`config.mk`:
```
export PLATFORM = sky130hd
export DESIGN_NAME = rf_scoreboard
export DESIGN_NICKNAME = d
export VERILOG_FILES = /design/src/rtl/rf_scoreboard.sv
export SDC_FILE = /design/constraint.sdc
export NUM_CORES = 1
export LEC_CHECK = 0
export CAP_MARGIN = 20
export CORE_UTILIZATION = 50
export DETAILED_ROUTE_END_ITERATION = 8
export HOLD_SLACK_MARGIN = 0.1
export PLACE_DENSITY = 0.81
export RECOVER_POWER = 100
export REMOVE_ABC_BUFFERS = 1
export SYNTH_ARGS = -nofsm -noshare
export SYNTH_HDL_FRONTEND = slang
export SYNTH_SLANG_ARGS = --single-unit
```
`constraint.sdc`:
```
create_clock -name clk -period 4.3 [get_ports clk]
set_input_delay 1.29 -clock clk [delete_from_list [all_inputs] [get_ports clk]]
set_output_delay 1.29 -clock clk [all_outputs]
set_load 0.005 [all_outputs]
```
`src/rtl/rf_scoreboard.sv`:
```
// rf_scoreboard
// ----------------------------------------------------------------------------
// Register-file write scoreboard between decode and writeback. Each register
// with an in-flight write has a busy bit. Decode offers one instruction per
// cycle through a valid/ready handshake. The scoreboard refuses an offer that
// has a RAW hazard (a used source is busy) or a WAW hazard (a tracked rd is
// busy). It also refuses a tracked write when the outstanding-write budget is
// already used up. Writeback clears busy bits, and flush clears all of them.
//
// Optional build macro:
//   SCOREBOARD_BYPASS_EN - when defined, a writeback that retires register r in
//                          the current cycle hides busy[r] from the hazard check
//                          and frees its budget slot for the full check. A
//                          dependent instruction can then issue in the
//                          writeback cycle.
//
// Ports:
//   clk, rst            clock (rising edge) / asynchronous active-high reset
//   issue_valid_i       decode presents an instruction
//   issue_ready_o       instruction accepted this cycle (combinational)
//   issue_rs1_addr_i    source 1 address      issue_rs1_used_i  rs1 is read
//   issue_rs2_addr_i    source 2 address      issue_rs2_used_i  rs2 is read
//   issue_rd_addr_i     destination address   issue_we_i        rd is written
//   wb_valid_i          writeback retires wb_rd_addr_i this cycle
//   flush_i             discard every pending write
//   busy_o              per-register pending-write vector (bit 0 never set)
//   outstanding_o       number of set busy bits
//   wb_err_o            sticky: writeback hit a non-busy, nonzero register
// ----------------------------------------------------------------------------

`ifndef GP_REG_COUNT
`define GP_REG_COUNT 32
`endif

module rf_scoreboard #(
    parameter int REG_COUNT       = `GP_REG_COUNT,
    parameter int MAX_OUTSTANDING = 4,
    localparam int ADDR_W         = $clog2(REG_COUNT),
    localparam int CNT_W          = $clog2(MAX_OUTSTANDING + 1)
) (
    input  logic                 clk,
    input  logic                 rst,
    input  logic                 issue_valid_i,
    output logic                 issue_ready_o,
    input  logic [ADDR_W-1:0]    issue_rs1_addr_i,
    input  logic                 issue_rs1_used_i,
    input  logic [ADDR_W-1:0]    issue_rs2_addr_i,
    input  logic                 issue_rs2_used_i,
    input  logic [ADDR_W-1:0]    issue_rd_addr_i,
    input  logic                 issue_we_i,
    input  logic                 wb_valid_i,
    input  logic [ADDR_W-1:0]    wb_rd_addr_i,
    input  logic                 flush_i,
    output logic [REG_COUNT-1:0] busy_o,
    output logic [CNT_W-1:0]     outstanding_o,
    output logic                 wb_err_o
);

    localparam logic [CNT_W-1:0]     MAX_CNT = CNT_W'(MAX_OUTSTANDING);
    localparam logic [REG_COUNT-1:0] ONE_HOT = REG_COUNT'(1);

    logic [REG_COUNT-1:0] busy_q;
    logic [CNT_W-1:0]     cnt_q;
    logic                 err_q;

    logic                 tracked;
    logic                 retiring;
    logic                 wb_stray;
    logic [REG_COUNT-1:0] set_mask;
    logic [REG_COUNT-1:0] clr_mask;
    logic [REG_COUNT-1:0] haz_busy;
    logic [CNT_W-1:0]     cnt_eff;
    logic                 rs1_haz;
    logic                 rs2_haz;
    logic                 waw_haz;
    logic                 full;
    logic                 ready;
    logic                 set_en;

    always_comb begin
        // Writes to x0 are not tracked. Because of that, busy[0] never gets set.
        tracked  = issue_valid_i & issue_we_i & (issue_rd_addr_i != '0);
        retiring = wb_valid_i & busy_q[wb_rd_addr_i];
        wb_stray = wb_valid_i & ~busy_q[wb_rd_addr_i] & (wb_rd_addr_i != '0);
        set_mask = ONE_HOT << issue_rd_addr_i;
        clr_mask = ONE_HOT << wb_rd_addr_i;

`ifdef SCOREBOARD_BYPASS_EN
        // A retiring entry is treated as already gone for this cycle's decision.
        haz_busy = retiring ? (busy_q & ~clr_mask) : busy_q;
        cnt_eff  = cnt_q - CNT_W'(retiring);
`else
        haz_busy = busy_q;
        cnt_eff  = cnt_q;
`endif

        rs1_haz = issue_rs1_used_i & haz_busy[issue_rs1_addr_i];
        rs2_haz = issue_rs2_used_i & haz_busy[issue_rs2_addr_i];
        waw_haz = tracked & haz_busy[issue_rd_addr_i];
        full    = (cnt_eff == MAX_CNT);

        ready  = ~rst & ~flush_i & ~rs1_haz & ~rs2_haz & ~waw_haz & ~(full & tracked);
        set_en = issue_valid_i & ready & tracked;
    end

    always_ff @(posedge clk or posedge rst) begin
        if (rst) begin
            busy_q <= '0;
            cnt_q  <= '0;
            err_q  <= 1'b0;
        end else if (flush_i) begin
            // A writeback in a flush cycle is ignored, so it cannot raise an error.
            busy_q <= '0;
            cnt_q  <= '0;
        end else begin
            // Clear first, then set. If both hit the same register (possible
            // only with bypass), the set wins and the count stays the same.
            busy_q <= (busy_q & ~(retiring ? clr_mask : '0)) | (set_en ? set_mask : '0);
            case ({set_en, retiring})
                2'b10:   cnt_q <= cnt_q + CNT_W'(1);
                2'b01:   cnt_q <= cnt_q - CNT_W'(1);
                default: cnt_q <= cnt_q;
            endcase
            if (wb_stray) begin
                err_q <= 1'b1;
            end
        end
    end

    assign issue_ready_o = ready;
    assign busy_o        = busy_q;
    assign outstanding_o = cnt_q;
    assign wb_err_o      = err_q;

endmodule

```
==> After elaboration in Yosys (flattened, before gate mapping) <==
Cells that the tools add are included.
Widths: inputs -> output; s select.
{ "word_totals": {"out_inout_bits": 37, "ff_bits": 36} }
{ "op_classes": {"eq_ne": 3, "muxes": 13, "magnitude_cmp": 4, "n_shift": 2, "addsub": 2, "n_reduce_logical": 4, "bitwise_logic": 26} }
{ "ops": {"columns": ["op", "n"], "rows": [
  ["$mux 32", 3],
  ["$shl 1x5->32 const A", 2],
  ["$and 32x32->32", 1],
  ["$not 32->32", 1],
  ["$or 32x32->32", 1],
  ["$lt 5x6->1 const B", 4],
  ["$bmux 1 s5", 4],
  ["$and 1x1->1", 16],
  ["$reduce_bool 5->1", 2],
  ["$not 1->1", 7],
  ["$pmux 3 s2", 1],
  ["$mux 1", 4],
  ["$add 3x1->3 const B", 1],
  ["$eq 3x3->1 const B", 1],
  ["$mux 3", 1],
  ["$reduce_bool 3->1", 1],
  ["$sub 3x1->3 const B", 1],
  ["$eq 2x1->1 const B", 1],
  ["$eq 2x2->1 const B", 1],
  ["$reduce_and 2->1", 1]
]} }

==> Depth between registers and ports, before layout <==
{ "logic_depth": {"depth_word": 13, "mapped_depth": 12, "ltp_nobuf": 10} }

==> Worst setup path after synthesis <==
No wires, ideal clock.
{ "synth_path": {"kind": "input port to output port", "startpoint": "in issue_rs1_addr_i[3]", "endpoint": "out issue_ready_o", "slack_ps": 159, "t_required_ps": 3010, "n_path_buf": 1, "t_arrival_ps": 2851, "path_stages": 7, "cell_sequence": "buf_2 mux4_2 nor2b_1 a211oi_2 o32a_2 nand3_2 a21oi_1"} }
{ "synth_via": {"elab_chain_len": 8} }
{ "synth_lines": {"columns": ["element", "line", "source"], "rows": [
  ["from (decl)", "45", "input logic [ADDR_W-1:0] issue_rs1_addr_i,"],
  ["$bmux 1 s5", "97", "rs1_haz = issue_rs1_used_i & haz_busy[issue_rs1_addr_i];"],
  ["$mux 1 (not written as such)", "97", null],
  ["$and 1x1->1", "97", null],
  ["$not 1->1", "102", "ready = ~rst & ~flush_i & ~rs1_haz & ~rs2_haz & ~waw_haz & ~(full & tracked);"],
  ["$and 1x1->1 (4 in series)", "102", null],
  ["to (decl)", "44", "output logic issue_ready_o,"]
]} }
No other way between the ends. The select of a mux whose other input is x is not followed.

==> Worst setup path in the final report <==
Same ends and word-level chain as after synthesis.

==> flow_metrics.tcl <==
set metrics [dict create \
    finalNetCount 404 \
    cp_slowest_cell "mux4_2" \
    p_per_area_nw_per_um2 183 \
    crit_fanout 2 \
    fmax_ghz 0.232 \
    sw_frac_of_total 0.291 \
    hold_viol 0 \
    via_per_inst 7.44 \
    leakagePower_nw 1.82 \
    power.internal_uw 554 \
    ant_nets 0 \
    utilization 0.725 \
    die_h_um 80.0 \
    yosys-top-cells-count "36 x dfrtp_1, 29 x mux4_2, 19 x o311ai_0" \
    clock_path_buffers 2 \
    clkTransAtPathRegs_ns 0.07 \
    relSlewSlack 0.317 \
    multi_input_area_um2 2020 \
    dr.pass1.iters 5 \
    yosys_warnings 0 \
    overflow 0 \
    layout-drive-gt1-share 0.309 \
    clkPwrFrac 0.330 \
    synth_flop_cell "dfrtp_1" \
    finClkSkew_ns 0.00416 \
    io_pins 65 \
    cts_inserted_buffers 5 \
    dieArea_um2 6390 \
    synth_edf_count 0 \
    layout_min_cycle_time_ns 4.32 \
    maxCapViolCount 0 \
    grt_pass1_vias 3220 \
    comb_power_share 0.233 \
    clock_latency_ns 0.29 \
    htreeDepth 2 \
    register_area_um2 901 \
    clkSinkCount 36 \
    hpwlAfterDp_um 7980 \
    yosysMostFrequentCell "dfrtp_1" \
    track_usage 0.383 \
    status "complete, but fails checks" \
    path_class "in -> out" \
    yosys_register_bits 36 \
    hold_class "reg -> reg" \
    fillers 429 \
    async_flop_share 1.00 \
    rows 28 \
    antenna_found_initial 0 \
    yosysTopAreaCell "dfrtp_1" \
    failed_checks "negative setup slack" \
    yosysSeqAreaShare 0.296 \
    diodes 0 \
    end_kind "output pin" \
    syn_inst 272 \
    grt_max_degree 32 \
    start_kind "input pin" \
    drcViolationCount 0 \
    netlist_area_um2 3040 \
    first_iter_violations 436 \
    path_cells "clkdlybuf4s15_2 > buf_4 > mux4_2 > a211oi_2 > o32a_4 > nand3_2 > a21oi_2 > buf_2" \
    die_x_um 80.0 \
    worst_pin_slew_ns 1.02 \
    pwr-share-seq 0.438 \
    syn-mean-instance-area_um2 11.2 \
    drv_slew 0 \
    critPathMaxStageDelay_ns 0.50 \
    yosys-top-cells-area "dfrtp_1 30%, mux4_2 21%, o311ai_0 5.5%" \
    drt-total-wl_um 11700 \
    ir_drop_mv 0.118 \
    min_period_over_period 1.00 \
    final_area_um2 4270 \
    setup_viol 1 \
    gp_congestion 0.968 \
    initial_utilization 0.516 \
    synth_cell_types 51 \
    cts-root-buf "clkbuf_8" \
    core_um2 5890 \
    wl_per_cell_um 26.0 \
    grt_pass1_wl_um 17600 \
    worst_ep_arrival_time_ns 3.03 \
    place_area_um2 3980 \
    portBuffers 64 \
    cts_tree "done" \
    rsz0062_at_grt "yes" \
    synth_top_area_frac 0.296 \
    setup_ws_ns -0.0181 \
    vias 3357 \
    required_ns 3.01 \
    syn_to_final_growth_pct 40.4 \
    p_switching_uw 228 \
]
-- power groups by stage --
stage / Sequential [mW] / Combinational (mW) / Clock [mW]
after global routing: 0.342 / 0.190 / 0.274
final: 0.342 / 0.182 / 0.258
after floorplan: 0.348 / 0.0543 / 0
after CTS: 0.342 / 0.176 / 0.256
after detailed placement: 0.348 / 0.160 / 0
after global placement: 0.348 / 0.157 / 0
-- per-stage QoR --
step | setup TNS (ns) | setup WS [ns] | hold WS (ns) | instances | power (mW)
after floorplan | 0 | 0.363 | 0.454 | 247 | 0.402
after global placement | -0.843 | -0.756 | 0.445 | 425 | 0.505
after detailed placement | -0.880 | -0.754 | 0.458 | 425 | 0.509
after CTS | 0 | 0.0585 | 0.475 | 450 | 0.774
after global routing | -0.143 | -0.0560 | 0.491 | 451 | 0.806
final | -0.0181 | -0.0181 | 0.466 | 451 | 0.781
-- kinds of logic after synthesis --
family | Yosys count | share of synthesized area
adders and majority gates | 1 | 0.00659
buffers and inverters | 32 | 0.0527
AOI/OAI and AO/OA | 85 | 0.210
DFF | 36 | 0.296
and+or+nand+nor | 72 | 0.141
muxes | 46 | 0.294
-- flip-flops by register name, summed over array words and instances (netlist names) --
name,count
busy_o,32
outstanding_o,3
wb_err_o,1
-- worst paths after layout --
kind                                     start                to  slack, ns  cells past startpoint
max                        issue_rs1_addr_i[3]     issue_ready_o      -0.02                      8
min                                   wb_err_o          wb_err_o       0.47                      2
max reg2reg                          busy_o[8]  outstanding_o[1]       0.84                     18
min reg2reg                           wb_err_o          wb_err_o       0.47                      2
max in group asynchronous                  rst        busy_o[12]       1.49                      3
min in group asynchronous                  rst         busy_o[3]       1.45                      2
-- critical path, delay by kind of cell --
| kind | cells | cell delay (ns) |
|---|---|---|
| muxes | 1 | 0.50 |
| and+or+nand+nor | 1 | 0.10 |
| AOI/OAI and AO/OA | 3 | 0.69 |
| buffers and inverters | 3 | 0.44 |
-- cell type report --
class                      instances  area share
inverter                           7     0.00616
tap                               75      0.0220
clock buffer                       6      0.0194
clock inverter                     2     0.00235
multi-input combinational        204       0.474
timing repair buffer             121       0.265
sequential                        36       0.211
-- cells in the final DEF, fill, tap and decap left out, types with 3 or more instances in the layout --
cell and instances:
o31ai_1 12, or4_1 3, nand2b_1 8, buf_6 3
clkdlybuf4s15_2 4, inv_1 7, o21ai_0 15, nand3_1 3
nor3b_1 5, o41ai_1 8, buf_4 44, buf_12 4
a21oi_1 6, or2_2 4, nand3b_1 3, nor2_1 7
clkbuf_8 6, mux4_1 3, clkbuf_1 4, clkdlybuf4s50_1 18
dfrtp_1 36, and3b_1 3, o311ai_0 19, dlygate4sd3_1 37
mux4_2 30, o211ai_1 8, mux2_4 3, nor3_1 5
nand2_1 17, mux2i_1 10, a22oi_1 4
-- repair_timing --
| item | in CTS | in global routing |
|---|---|---|
| hold buffers | 0 | 0 |
| gates resized for setup | 34 | 2 |
| setup buffers | 16 | 1 |
| pin swaps | 2 | 2 |
| endpoints found under the setup margin | 1 | 3 |
| gates cloned | 1 | 0 |
-- metal layers --
metal	GRT usage	routed length [µm]
met1	0.459	4040
met3	0.0994	1460
met5	0	0
met4	0.189	594
met2	0.635	5630
No activity file was read; power rests on OpenSTA's default activity.
